$ cat src/rtl/ps2_host_transmitter_if.sv
// ---------------------------------------------------------------------------
// ps2_host_transmitter_if
// CPU-side request/status bundle of the PS/2 host transmitter.
//   iData         : byte to send (sampled when the request is accepted)
//   iData_Ready   : request to send iData
//   oReadyForData : transmitter idle, next request will be accepted
//   oDone         : one-cycle pulse, byte sent and acknowledged by the device
//   oNack         : one-cycle pulse, device left data high in the ack slot
//   oTimeout      : one-cycle pulse, device clock stalled, frame aborted
// master = CPU core, slave = transmitter.
// ---------------------------------------------------------------------------
interface ps2_host_transmitter_if;
    logic [7:0] iData;
    logic       iData_Ready;
    logic       oReadyForData;
    logic       oDone;
    logic       oNack;
    logic       oTimeout;

    modport master (
        output iData, iData_Ready,
        input  oReadyForData, oDone, oNack, oTimeout
    );

    modport slave (
        input  iData, iData_Ready,
        output oReadyForData, oDone, oNack, oTimeout
    );
endinterface

$ cat src/rtl/ps2_host_transmitter.sv
// ---------------------------------------------------------------------------
// ps2_host_transmitter
// Host-to-device PS/2 transmitter. Sends one command byte to the keyboard:
// inhibits the bus, issues the start bit, shifts D0..D7, odd parity and stop
// on device clock falling edges, then checks the device acknowledge.
// Ports:
//   Clock          : system clock
//   Reset          : asynchronous active-low reset
//   cpu            : request/status bundle (ps2_host_transmitter_if.slave)
//   iPS2_Clock     : PS/2 clock pin level (asynchronous)
//   iPS2_Data      : PS/2 data pin level (asynchronous)
//   oPS2_Clock_OE  : 1 = pull PS/2 clock low, 0 = release
//   oPS2_Data_OE   : 1 = pull PS/2 data low, 0 = release
// ---------------------------------------------------------------------------
module ps2_host_transmitter #(
    parameter int INHIBIT_CYCLES = 5000,
    parameter int START_CYCLES   = 250,
    parameter int TIMEOUT_CYCLES = 750000
) (
    input  logic                         Clock,
    input  logic                         Reset,
    ps2_host_transmitter_if.slave        cpu,
    input  logic                         iPS2_Clock,
    input  logic                         iPS2_Data,
    output logic                         oPS2_Clock_OE,
    output logic                         oPS2_Data_OE
);

    typedef enum logic [2:0] {
        IDLE      = 3'd0,
        INHIBIT   = 3'd1,
        START     = 3'd2,
        SEND      = 3'd3,
        ACK       = 3'd4,
        WAIT_IDLE = 3'd5
    } state_t;

    localparam logic [19:0] INHIBIT_LAST = 20'(INHIBIT_CYCLES - 1);
    localparam logic [19:0] START_LAST   = 20'(START_CYCLES - 1);
    localparam logic [19:0] TIMEOUT_LAST = 20'(TIMEOUT_CYCLES - 1);

    // Odd parity: the parity bit makes the total count of ones odd.
    function automatic logic oddParity(input logic [7:0] b);
        return ~^b;
    endfunction

    state_t      state_r,   stateNx;
    logic [19:0] cnt_r,     cntNx;
    logic [3:0]  bitIdx_r,  bitIdxNx;
    logic [9:0]  frame_r,   frameNx;     // {stop, parity, D7..D0}
    logic        clockOe_r, clockOeNx;
    logic        dataOe_r,  dataOeNx;
    logic        ready_r,   readyNx;
    logic        done_r,    doneNx;
    logic        nack_r,    nackNx;
    logic        timeout_r, timeoutNx;

    logic clkMeta_r, clkSync_r, clkPrev_r;
    logic dataMeta_r, dataSync_r;
    logic        fallEdge_s;
    logic        timeoutHit_s;
    logic [19:0] cntInc_s;

    // Two-flop synchronizers for the device pins plus one history flop for edge detection.
    always_ff @(posedge Clock or negedge Reset) begin
        if (!Reset) begin
            clkMeta_r  <= 1'b1;
            clkSync_r  <= 1'b1;
            clkPrev_r  <= 1'b1;
            dataMeta_r <= 1'b1;
            dataSync_r <= 1'b1;
        end else begin
            clkMeta_r  <= iPS2_Clock;
            clkSync_r  <= clkMeta_r;
            clkPrev_r  <= clkSync_r;
            dataMeta_r <= iPS2_Data;
            dataSync_r <= dataMeta_r;
        end
    end

    assign fallEdge_s   = clkPrev_r & ~clkSync_r;
    assign timeoutHit_s = (cnt_r == TIMEOUT_LAST);
    assign cntInc_s     = cnt_r + 20'd1;

    // Next-state and next-output logic; every output is registered from these values.
    always_comb begin
        stateNx   = state_r;
        cntNx     = cnt_r;
        bitIdxNx  = bitIdx_r;
        frameNx   = frame_r;
        clockOeNx = 1'b0;
        dataOeNx  = 1'b0;
        readyNx   = 1'b0;
        doneNx    = 1'b0;
        nackNx    = 1'b0;
        timeoutNx = 1'b0;
        case (state_r)
            IDLE: begin
                if (cpu.iData_Ready) begin
                    frameNx   = {1'b1, oddParity(cpu.iData), cpu.iData};
                    cntNx     = 20'd0;
                    bitIdxNx  = 4'd0;
                    clockOeNx = 1'b1;
                    stateNx   = INHIBIT;
                end else begin
                    readyNx   = 1'b1;
                end
            end
            INHIBIT: begin
                clockOeNx = 1'b1;
                if (cnt_r == INHIBIT_LAST) begin
                    cntNx    = 20'd0;
                    dataOeNx = 1'b1;
                    stateNx  = START;
                end else begin
                    cntNx    = cntInc_s;
                end
            end
            START: begin
                dataOeNx = 1'b1;
                if (cnt_r == START_LAST) begin
                    // Clock released here; the start bit stays on the data line.
                    cntNx     = 20'd0;
                    stateNx   = SEND;
                end else begin
                    clockOeNx = 1'b1;
                    cntNx     = cntInc_s;
                end
            end
            SEND: begin
                dataOeNx = dataOe_r;
                if (fallEdge_s) begin
                    // Edge n+1 presents frame bit n; the stop bit (1) releases data.
                    cntNx    = 20'd0;
                    dataOeNx = ~frame_r[bitIdx_r];
                    bitIdxNx = bitIdx_r + 4'd1;
                    if (bitIdx_r == 4'd9) begin
                        stateNx = ACK;
                    end else begin
                        stateNx = SEND;
                    end
                end else if (timeoutHit_s) begin
                    dataOeNx  = 1'b0;
                    timeoutNx = 1'b1;
                    readyNx   = 1'b1;
                    stateNx   = IDLE;
                end else begin
                    cntNx     = cntInc_s;
                end
            end
            ACK: begin
                if (fallEdge_s) begin
                    cntNx = 20'd0;
                    if (dataSync_r) begin
                        nackNx  = 1'b1;
                        readyNx = 1'b1;
                        stateNx = IDLE;
                    end else begin
                        stateNx = WAIT_IDLE;
                    end
                end else if (timeoutHit_s) begin
                    timeoutNx = 1'b1;
                    readyNx   = 1'b1;
                    stateNx   = IDLE;
                end else begin
                    cntNx     = cntInc_s;
                end
            end
            WAIT_IDLE: begin
                if (clkSync_r && dataSync_r) begin
                    doneNx    = 1'b1;
                    readyNx   = 1'b1;
                    stateNx   = IDLE;
                end else if (fallEdge_s) begin
                    cntNx     = 20'd0;
                end else if (timeoutHit_s) begin
                    timeoutNx = 1'b1;
                    readyNx   = 1'b1;
                    stateNx   = IDLE;
                end else begin
                    cntNx     = cntInc_s;
                end
            end
            default: begin
                readyNx = 1'b1;
                stateNx = IDLE;
            end
        endcase
    end

    // State, datapath and output registers; reset releases both lines immediately.
    always_ff @(posedge Clock or negedge Reset) begin
        if (!Reset) begin
            state_r   <= IDLE;
            cnt_r     <= 20'd0;
            bitIdx_r  <= 4'd0;
            frame_r   <= 10'd0;
            clockOe_r <= 1'b0;
            dataOe_r  <= 1'b0;
            ready_r   <= 1'b1;
            done_r    <= 1'b0;
            nack_r    <= 1'b0;
            timeout_r <= 1'b0;
        end else begin
            state_r   <= stateNx;
            cnt_r     <= cntNx;
            bitIdx_r  <= bitIdxNx;
            frame_r   <= frameNx;
            clockOe_r <= clockOeNx;
            dataOe_r  <= dataOeNx;
            ready_r   <= readyNx;
            done_r    <= doneNx;
            nack_r    <= nackNx;
            timeout_r <= timeoutNx;
        end
    end

    assign oPS2_Clock_OE     = clockOe_r;
    assign oPS2_Data_OE      = dataOe_r;
    assign cpu.oReadyForData = ready_r;
    assign cpu.oDone         = done_r;
    assign cpu.oNack         = nack_r;
    assign cpu.oTimeout      = timeout_r;

endmodule

$ cat src/flat_wrapper.sv
// flat-port wrapper written by rule: the top's interface ports become plain ports
module ps2_host_transmitter_flat 
#(
    parameter int INHIBIT_CYCLES = 5000,
    parameter int START_CYCLES   = 250,
    parameter int TIMEOUT_CYCLES = 750000
)
  (Clock, Reset, iPS2_Clock, iPS2_Data, oPS2_Clock_OE, oPS2_Data_OE, cpu_iData, cpu_iData_Ready, cpu_oReadyForData, cpu_oDone, cpu_oNack, cpu_oTimeout);
  ps2_host_transmitter_if cpu_i ();
  input  logic Clock;
  input  logic Reset;
  input  logic iPS2_Clock;
  input  logic iPS2_Data;
  output logic oPS2_Clock_OE;
  output logic oPS2_Data_OE;
  input wire logic [$bits(cpu_i.iData)-1:0] cpu_iData;
  input wire logic [$bits(cpu_i.iData_Ready)-1:0] cpu_iData_Ready;
  output wire logic [$bits(cpu_i.oReadyForData)-1:0] cpu_oReadyForData;
  output wire logic [$bits(cpu_i.oDone)-1:0] cpu_oDone;
  output wire logic [$bits(cpu_i.oNack)-1:0] cpu_oNack;
  output wire logic [$bits(cpu_i.oTimeout)-1:0] cpu_oTimeout;
  assign cpu_i.iData = cpu_iData;
  assign cpu_i.iData_Ready = cpu_iData_Ready;
  assign cpu_oReadyForData = cpu_i.oReadyForData;
  assign cpu_oDone = cpu_i.oDone;
  assign cpu_oNack = cpu_i.oNack;
  assign cpu_oTimeout = cpu_i.oTimeout;
  ps2_host_transmitter #(.INHIBIT_CYCLES(INHIBIT_CYCLES), .START_CYCLES(START_CYCLES), .TIMEOUT_CYCLES(TIMEOUT_CYCLES)) u_core (.Clock(Clock), .Reset(Reset), .cpu(cpu_i), .iPS2_Clock(iPS2_Clock), .iPS2_Data(iPS2_Data), .oPS2_Clock_OE(oPS2_Clock_OE), .oPS2_Data_OE(oPS2_Data_OE));
endmodule
$ cat config.mk
export PLATFORM = sky130hd
export DESIGN_NAME = ps2_host_transmitter_flat
export DESIGN_NICKNAME = d
export VERILOG_FILES = /design/src/rtl/ps2_host_transmitter_if.sv /design/src/rtl/ps2_host_transmitter.sv /design/src/flat_wrapper.sv
export SDC_FILE = /design/constraint.sdc
export NUM_CORES = 1
export LEC_CHECK = 0
export CAP_MARGIN = 0
export CORE_MARGIN = 4
export CORE_UTILIZATION = 45
export CTS_CLUSTER_SIZE = 12
export DETAILED_ROUTE_END_ITERATION = 7
export GPL_TIMING_DRIVEN = 1
export PLACE_DENSITY_LB_ADDON = 0.15
export SYNTH_ARGS = -nofsm -noshare
export SYNTH_HDL_FRONTEND = slang
export SYNTH_SLANG_ARGS = --single-unit
$ cat constraint.sdc
create_clock -name Clock -period 5.46 [get_ports Clock]
set_input_delay 1.638 -clock Clock [delete_from_list [all_inputs] [get_ports Clock]]
set_output_delay 1.638 -clock Clock [all_outputs]
set_load 0.005 [all_outputs]
==> results.json, run 1 <==
{
  "placementRows": 27,
  "ys_async_sr_fraction_pct": 100.0,
  "gp_congestion": 0.9076,
  "hold_viol_final": 0,
  "p_leak_nw": 1.184,
  "h-tree-depth": 2,
  "postSynthAreaPerCell_um2": 9.463,
  "nets": 313,
  "synthTopCellsByCount": "nand2_1, dfrtp_1, nor2_1",
  "n_antenna_cell": 0,
  "routed_wl_mm": 5.744,
  "root_buffer": "clkbuf_8",
  "slew-limit-headroom_pct": 29.56,
  "path_class": "input pin to flop",
  "grt_max_degree": 49,
  "cp_max_fo": 15,
  "stdcell_count": 369,
  "cts_made_buffers": 5,
  "track_usage_pct": 16.36,
  "ys_ff_latch": 48,
  "synth_area_leaders": "dfrtp_1, nand2_1, dfstp_2",
  "arrival_ns": 3.51,
  "power_density_mw_per_mm2": 296.7,
  "drive_above_1_share_pct": 10.10,
  "fmax_mhz": 297.9,
  "place_inst": 361,
  "cp_slowest_cell": "nor4_4",
  "peakVddDrop_mv": 0.1564,
  "clkTransAtPathRegs_ns": 0.10,
  "dp_hpwl_mm": 4.012,
  "core_mm2": 0.005642,
  "whs_ns": 0.3586,
  "cts_hold_buf": 0,
  "avgRoutedWirePerCell_um": 15.57,
  "min_period_ns": 3.357,
  "first_pass_iters": 5,
  "initial_core_util_pct": 47.64,
  "report.final.slew_viol_count": 0,
  "ant_nets": 0,
  "drc": 0,
  "synth_top_cell_by_area": "dfrtp_1",
  "insertion_delay_ns": 0.31,
  "synth_flop_cell": "dfrtp_1",
  "yosysSeqAreaShare_pct": 44.97,
  "pin_count": 19,
  "chipHeight_um": 85.28,
  "cpLargestDelayFamily": "simple AND/OR/NAND/NOR gates",
  "synthCells": 284,
  "syn_nets": 301,
  "clockBufferDepth": 2,
  "required_ns": 5.62,
  "tightest_slew_ns": 1.057,
  "final.fill_count": 534,
  "numPortBuffers": 18,
  "slowest_delay_ns": 0.84,
  "areaGrowthSynthToFinish_pct": 11.13,
  "tritoncts": "done",
  "startpoint_type": "input pin",
  "post-route-period-util_pct": 61.49,
  "synth_top_area_share_pct": 39.11,
  "cp_num_buf_inv": 1,
  "skew_ns": 0.006621,
  "grt_pass1_vias": 2015,
  "rsz0062_at_grt": "no",
  "tns_ns": 0,
  "gr-total-overflow": 0,
  "cts_sinks": 48,
  "die_area_mm2": 0.007273,
  "vias": 2148,
  "status": "finished clean",
  "post_cts_resized": 0,
  "synthesis.area_mm2": 0.002688,
  "ys_types": 57,
  "synth_edf_count": 0,
  "yosysMostFrequentCell": "nand2_1",
  "drt_iter0_drc": 196,
  "cts_setup_buffers": 0,
  "critical_path.cell_chain": "clkdlybuf4s50_1, or4_1, o21ai_1, nor4_4, nor2_1",
  "die_x_um": 85.28,
  "hp-class": "flop to flop",
  "setup_violations": 0,
  "vias_per_cell": 5.821,
  "synth_warnings": 0,
  "grt_first_pass_wirelength_mm": 9.784,
  "total_power_mw": 0.8862,
  "end_kind": "flop",
  "antenna_found_initial": 0,
  "drv_cap": 0
}
-- cell usage in the layout (no fill, tap or decap), types with 7 or more instances in the layout --
cell type / n
xnor2_1: 10
nand3_1: 10
nand2_1: 49
nand4_1: 7
dfrtp_1: 42
nor2_1: 20
nand2b_1: 7
clkdlybuf4s50_1: 17
xor2_1: 7
a21oi_1: 13
o21ai_0: 7
-- power by group --
group          internal [mW]  switching, mW  leakage (nW)
clock                  0.136          0.128        0.0541
combinational         0.0773         0.0728         0.516
sequential             0.409         0.0634         0.614
-- metrics by stage --
step	worst slack, ns	cell area, µm²	util, %
floorplan	2.518	2688	-
global placement	1.851	2875	50.96
detailed placement	1.771	2875	50.96
CTS	2.081	2987	52.94
global route	1.952	2987	52.94
finish	2.103	2987	52.94
-- logic make-up (layout without fill, tap and decap cells) --
kind of cell,count (synthesis),count (layout),synth area share (%)
AO/OA/AOI/OAI,60,60,15.27
XOR/XNOR,17,17,5.540
multiplexers,4,4,2.421
adder cells (fa/ha/maj),4,4,1.862
buffers and inverters,18,31,3.584
flip-flops,48,48,44.97
AND/OR/NAND/NOR,133,133,26.35
-- routing by layer --
layer	wire length [µm]	track usage, %	vias up
li1	-	-	1050
met1	2782	23.59	1035
met2	2587	24.29	52
met3	283	3.981	11
met4	91	4.748	0
met5	0	0	-
-- registers in the layout (all words and copies together), names as in the netlist --
signal / flops
u_core.dataSync_r: 1
u_core.cpu.oReadyForData: 1
u_core.frame_r: 10
u_core.clkSync_r: 1
u_core.oPS2_Clock_OE: 1
u_core.cpu.oTimeout: 1
u_core.clkPrev_r: 1
u_core.cnt_r: 20
u_core.oPS2_Data_OE: 1
u_core.cpu.oNack: 1
u_core.dataMeta_r: 1
u_core.state_r: 3
u_core.bitIdx_r: 4
u_core.cpu.oDone: 1
u_core.clkMeta_r: 1
-- worst register-to-register path, cell delays in order, from the launching register on --
cell and delay, ns:
dfrtp_1 0.47, ha_1 0.19, or4bb_1 0.49, nor3_1 0.26, a311oi_1 0.30, nor4_4 0.80
nor2_1 0.13
-- path summary, 6_finish.rpt --
path	from	end	slack, ns	cells past startpoint
setup / recovery	cpu_iData_Ready	u_core.cnt_r[15]	2.10	5
hold / removal	u_core.clkMeta_r	u_core.clkSync_r	0.36	0
setup reg to reg	u_core.cnt_r[0]	u_core.cnt_r[15]	2.68	6
hold reg to reg	u_core.clkMeta_r	u_core.clkSync_r	0.36	0
max in group asynchronous	Reset	u_core.cnt_r[0]	3.30	1
min in group asynchronous	Reset	u_core.cnt_r[9]	1.51	1
-- cell type report --
class / count / area, µm² / area share (%)
Clock buffer: 5 / 68.82 / 2.304
Clock inverter: 3 / 42.54 / 1.424
Inverter: 5 / 18.77 / 0.6284
Multi-Input combinational cell: 218 / 1383 / 46.29
Sequential cell: 48 / 1209 / 40.47
Tap cell: 72 / 90.09 / 3.016
Timing Repair Buffer: 18 / 175.2 / 5.865
(Power assumes the default switching activity.)
==> inputs of run 2 (changes only) <==
==> constraint.sdc (replaced) <==
create_clock -name Clock -period 3.5 [get_ports Clock]
set_input_delay 1.05 -clock Clock [delete_from_list [all_inputs] [get_ports Clock]]
set_output_delay 1.05 -clock Clock [all_outputs]
set_load 0.005 [all_outputs]
==> run 2 against run 1 <==
Sequential share of layout area fell by 0.25 points; power rose by 58%; final cell count rose by 0.54%; worst setup slack got worse by 1.3 ns; sequential power rose by 56%; count of clock-buffer cells in the layout did not move; register-to-register slack got worse by 1.7 ns; non-clock buffer count rose by 2; via count rose by 0.28%.
==> results.json, run 2 (same netlist as run 1, synthesis figures left out) <==
{
  "min_from": "u_core.clkMeta_r",
  "multiInputGateArea_mm2": 0.001383,
  "root_buffer": "clkbuf_8",
  "placed_area_mm2": 0.002890,
  "p_clk_share_pct": 30.6,
  "design_area_mm2": 0.003005,
  "cts_setup_buffers": 0,
  "core_mm2": 0.005642,
  "numPortBuffers": 18,
  "pwr-share-seq_pct": 52.6,
  "routed_wl_mm": 5.725,
  "initial_core_util_pct": 47.64,
  "grt_pass1_vias": 2089,
  "end_kind": "flop",
  "gp_congestion": 0.9075,
  "internal_power_mw": 0.9756,
  "grt_first_pass_wirelength_mm": 10.05,
  "insertion_delay_ns": 0.31,
  "clockBufferDepth": 2,
  "drive_above_1_share_pct": 10.70,
  "cp_slowest_cell": "or4_1",
  "fmax_mhz": 370.8,
  "chipHeight_um": 85.28,
  "netSwitchingFraction_pct": 30.33,
  "cts_sinks": 48,
  "post_cts_resized": 0,
  "required_ns": 3.68,
  "hold_viol_final": 0,
  "top_regs": "u_core.cnt_r (20), u_core.frame_r (10), u_core.bitIdx_r (4)",
  "power_density_mw_per_mm2": 466.0,
  "status": "finished clean",
  "min_period_ns": 2.697,
  "grt_max_degree": 33,
  "track_usage_pct": 16.89,
  "slowest_delay_ns": 0.50,
  "post-route-period-util_pct": 77.06,
  "r2r_start": "u_core.cnt_r[1]",
  "tritoncts": "done",
  "dp_hpwl_mm": 4.147,
  "avgRoutedWirePerCell_um": 15.43,
  "h-tree-depth": 2,
  "reg2regPathDepth": 7,
  "die_x_um": 85.28,
  "drv_cap": 0,
  "final.fill_count": 532,
  "slew-limit-headroom_pct": 45.37,
  "pin_count": 19,
  "vias": 2154,
  "comb_power_share_pct": 16.9,
  "rsz0062_at_grt": "no",
  "regArea_mm2": 0.001209,
  "tightest_slew_ns": 0.8140,
  "gr-total-overflow": 0,
  "path_class": "input pin to flop",
  "report.final.slew_viol_count": 0,
  "antenna_found_initial": 0,
  "drc": 0,
  "critical_path.cell_chain": "clkdlybuf4s50_1, or4_1, o21ai_1, a31o_2, or3_1, o211ai_1",
  "placementRows": 27,
  "cp_max_fo": 10,
  "clkTransAtPathRegs_ns": 0.10,
  "peakVddDrop_mv": 0.2604,
  "tns_ns": 0,
  "first_pass_iters": 4,
  "cts_made_buffers": 5,
  "ant_nets": 0,
  "final_common_cell": "nand2_1",
  "die_area_mm2": 0.007273,
  "min_delay_worst_endpoint": "u_core.clkSync_r",
  "cts_hold_buf": 0,
  "worst_hold_path.num_cells": 0,
  "cpLargestDelayFamily": "compound AO/OA/AOI/OAI gates",
  "largest_register_ffs": 20,
  "drt_iter0_drc": 114,
  "top_register": "u_core.cnt_r",
  "startpoint_type": "input pin",
  "nets": 315,
  "areaGrowthSynthToFinish_pct": 11.82,
  "reg2reg_slack_ns": 1.01,
  "reg2reg_to": "u_core.cnt_r[9]",
  "layout_common_cells": "nand2_1, dfrtp_1, nor2_1",
  "cp_num_buf_inv": 1,
  "setup_violations": 0,
  "arrival_ns": 2.88,
  "n_antenna_cell": 0,
  "p_switching_mw": 0.4248,
  "vias_per_cell": 5.806,
  "skew_ns": 0.005652,
  "hp-class": "flop to flop",
  "p_leak_nw": 1.194
}
run 2: cell count changes in the layout (fill, tap and decap cells not counted), sizes merged:
| cell | change |
|---|---|
| inv | +1 |
| buf | +2 |
| clkinv | -1 |
run 2: cell type report:
class / instances / share of cell area (%)
clock buffer: 5 / 2.290
clock inverter: 3 / 1.540
multi-input combinational: 218 / 46.00
timing repair buffer: 20 / 6.328
inverter: 5 / 0.6245
sequential: 48 / 40.22
tap: 72 / 2.998
run 2: metal layers:
layer	vias up	global-route usage [%]	share of wire [%]
li1	1060	-	-
met2	54	26.13	45
met4	0	4.460	1.3
met3	8	3.592	5.3
met1	1032	23.95	48
met5	-	0	0
run 2: power groups by stage:
stage,logic (mW),clock network (mW),registers (mW)
floorplan,0.198,0,0.706
global placement,0.231,0,0.747
detailed placement,0.241,0,0.747
CTS,0.242,0.439,0.737
global route,0.274,0.460,0.755
finish,0.236,0.428,0.736
run 2: through the flow:
| step | worst slack (ns) | cells | power [mW] | util (%) | hold WS, ns |
|---|---|---|---|---|---|
| after floorplan | 1.146 | 284 | 0.9042 | - | 0.3452 |
| after global routing | 0.6449 | 371 | 1.488 | 53.27 | 0.3678 |
| final | 0.8030 | 371 | 1.400 | 53.27 | 0.3630 |
| after CTS | 0.8122 | 371 | 1.417 | 53.27 | 0.3640 |
| after global placement | 0.5344 | 363 | 0.9779 | 51.23 | 0.3499 |
| after detailed placement | 0.4739 | 363 | 0.9885 | 51.23 | 0.3490 |
run 2: worst max path at each step:
stage                    start               to  slack, ns  depth (start not counted)
3_3_place_gp   cpu_iData_Ready  u_core.cnt_r[7]       0.53                          6
3_5_place_dp   cpu_iData_Ready  u_core.cnt_r[9]       0.47                          6
4_1_cts        cpu_iData_Ready  u_core.cnt_r[9]       0.81                          6
2_1_floorplan  cpu_iData_Ready  u_core.cnt_r[7]       1.15                          6
5_1_grt        cpu_iData_Ready  u_core.cnt_r[7]       0.64                          6
6_report       cpu_iData_Ready  u_core.cnt_r[9]       0.80                          6
==> inputs of run 3 (changes only) <==
==> constraint.sdc (replaced) <==
create_clock -name Clock -period 2.3 [get_ports Clock]
set_input_delay 0.69 -clock Clock [delete_from_list [all_inputs] [get_ports Clock]]
set_output_delay 0.69 -clock Clock [all_outputs]
set_load 0.005 [all_outputs]
==> run 3 against run 2 <==
Non-clock buffer count increased by 33; via count increased by 4.6%; count of clock-buffer cells in the layout unchanged; core utilization increased by 5.2 points; die area unchanged; first-iteration DRC count increased by 14%; hold slack improved by 0.0021 ns; combinational power increased by 110%; sequential power increased by 45%; wire length increased by 3.0%; register-to-register slack got worse by 0.89 ns; sequential share of layout area decreased by 3.6 points; critical endpoint is now u_core.cnt_r[5].
==> results.json, run 3 (same netlist as run 1, synthesis figures left out) <==
{
  "h-tree-depth": 2,
  "slew-limit-headroom_pct": 59.99,
  "nets": 348,
  "rsz0062_at_grt": "yes",
  "arrival_ns": 2.40,
  "tightest_slew_ns": 0.6002,
  "pwr-share-seq_pct": 48.6,
  "gr-total-overflow": 0,
  "die_x_um": 85.28,
  "cts_made_buffers": 5,
  "netSwitchingFraction_pct": 29.20,
  "tritoncts": "done",
  "peakVddDrop_mv": 0.4653,
  "path_class": "input pin to flop",
  "placementRows": 27,
  "stdcell_count": 404,
  "startpoint_type": "input pin",
  "ant_nets": 0,
  "first_pass_iters": 4,
  "cp_max_fo": 4,
  "drt_iter0_drc": 130,
  "post-route-period-util_pct": 96.87,
  "top_regs": "u_core.cnt_r (20), u_core.frame_r (10), u_core.bitIdx_r (4)",
  "skew_ns": 0.01125,
  "final_common_cell": "nand2_1",
  "vias": 2254,
  "dp_hpwl_mm": 4.265,
  "grt_first_pass_wirelength_mm": 10.38,
  "power_density_mw_per_mm2": 667.9,
  "clkTransAtPathRegs_ns": 0.10,
  "cts_sinks": 48,
  "die_area_mm2": 0.007273,
  "fin_ws_ns": 0.07207,
  "routed_wl_mm": 5.899,
  "required_ns": 2.47,
  "gp_congestion": 0.9237,
  "status": "finished clean",
  "end_kind": "flop",
  "comb_power_share_pct": 22.8,
  "p_clk_share_pct": 28.6,
  "track_usage_pct": 17.16,
  "initial_core_util_pct": 47.64,
  "avgRoutedWirePerCell_um": 14.60,
  "p_switching_mw": 0.6429,
  "hp-class": "flop to flop",
  "internal_power_mw": 1.559,
  "drv_cap": 0,
  "core_mm2": 0.005642,
  "largest_register_ffs": 20,
  "root_buffer": "clkbuf_8",
  "drc": 0,
  "grt_max_degree": 49,
  "drive_above_1_share_pct": 20.18,
  "report.final.slew_viol_count": 0,
  "hold_viol_final": 0,
  "numPortBuffers": 18,
  "vias_per_cell": 5.579,
  "chipHeight_um": 85.28,
  "dp_slack_ns": -0.3821,
  "place_inst": 395,
  "layout_common_cells": "nand2_1, dfrtp_1, buf_4",
  "areaGrowthSynthToFinish_pct": 22.67,
  "n_antenna_cell": 0,
  "clockBufferDepth": 2,
  "top_register": "u_core.cnt_r",
  "insertion_delay_ns": 0.30,
  "setup_violations": 0,
  "pin_count": 19,
  "antenna_found_initial": 0,
  "fmax_mhz": 448.8,
  "p_leak_nw": 1.368,
  "grt_pass1_vias": 2207,
  "min_period_ns": 2.228
}
run 3: path summary, 6_finish.rpt:
| path | start | endpoint | slack [ns] | depth (start not counted) |
|---|---|---|---|---|
| max in group asynchronous | Reset | u_core.cnt_r[4] | 1.42 | 2 |
| min reg2reg | u_core.clkMeta_r | u_core.clkSync_r | 0.37 | 0 |
| min in group asynchronous | Reset | u_core.oPS2_Clock_OE | 0.47 | 2 |
| max | cpu_iData_Ready | u_core.cnt_r[5] | 0.07 | 7 |
| max reg2reg | u_core.cnt_r[1] | u_core.cnt_r[5] | 0.12 | 8 |
| min | u_core.clkMeta_r | u_core.clkSync_r | 0.37 | 0 |
run 3: power groups by stage:
stage          registers, mW  logic (mW)  clock network [mW]
2_1_floorplan           1.07       0.302                   0
3_3_place_gp            1.08       0.487                   0
3_5_place_dp            1.09       0.491                   0
4_1_cts                 1.07       0.503               0.647
5_1_grt                 1.09       0.563               0.686
6_report                1.07       0.502               0.630
run 3: what timing repair did:
| item | 4_1_cts | 5_1_grt |
|---|---|---|
| setup endpoints to repair | 17 | 3 |
| resized for setup | 1 | 4 |
| endpoints found under the hold margin | 0 | 0 |
| pin swaps | 1 | 0 |
| cloned | 0 | 0 |
| hold buffers | 0 | 0 |
| buffers inserted | 1 | 0 |
run 3: critical path, cell delays in order:
cell             delay [ns]
clkdlybuf4s50_1        0.44
or4_1                  0.48
o21ai_1                0.27
buf_4                  0.20
a31oi_1                0.06
o311ai_0               0.13
o211ai_1               0.13
run 3: layer usage:
metal	up-vias	part of all wire, %	GRT usage (%)
met1	1063	47	24.14
met5	-	0	0
met3	7	4.9	2.913
met4	0	0.85	3.885
met2	60	47	27.61
li1	1124	-	-
run 3: stage by stage:
step	area [µm²]	setup TNS (ns)	utilization, %	power (mW)	hold WS (ns)
after detailed placement	3143	-6.414	55.71	1.577	0.3515
after global placement	3143	-5.412	55.71	1.568	0.3476
after global routing	3297	-0.02434	58.44	2.339	0.3722
after floorplan	2688	0	-	1.376	0.3452
final	3297	0	58.44	2.202	0.3651
after CTS	3284	0	58.22	2.219	0.3668
run 3: layout make-up:
cell class | count | area [µm²]
Clock buffer | 5 | 68.82
Clock inverter | 3 | 47.55
Fill cell | 498 | 2345
Inverter | 5 | 18.77
Multi-Input combinational cell | 218 | 1400
Sequential cell | 48 | 1209
Tap cell | 72 | 90.09
Timing Repair Buffer | 53 | 462.9
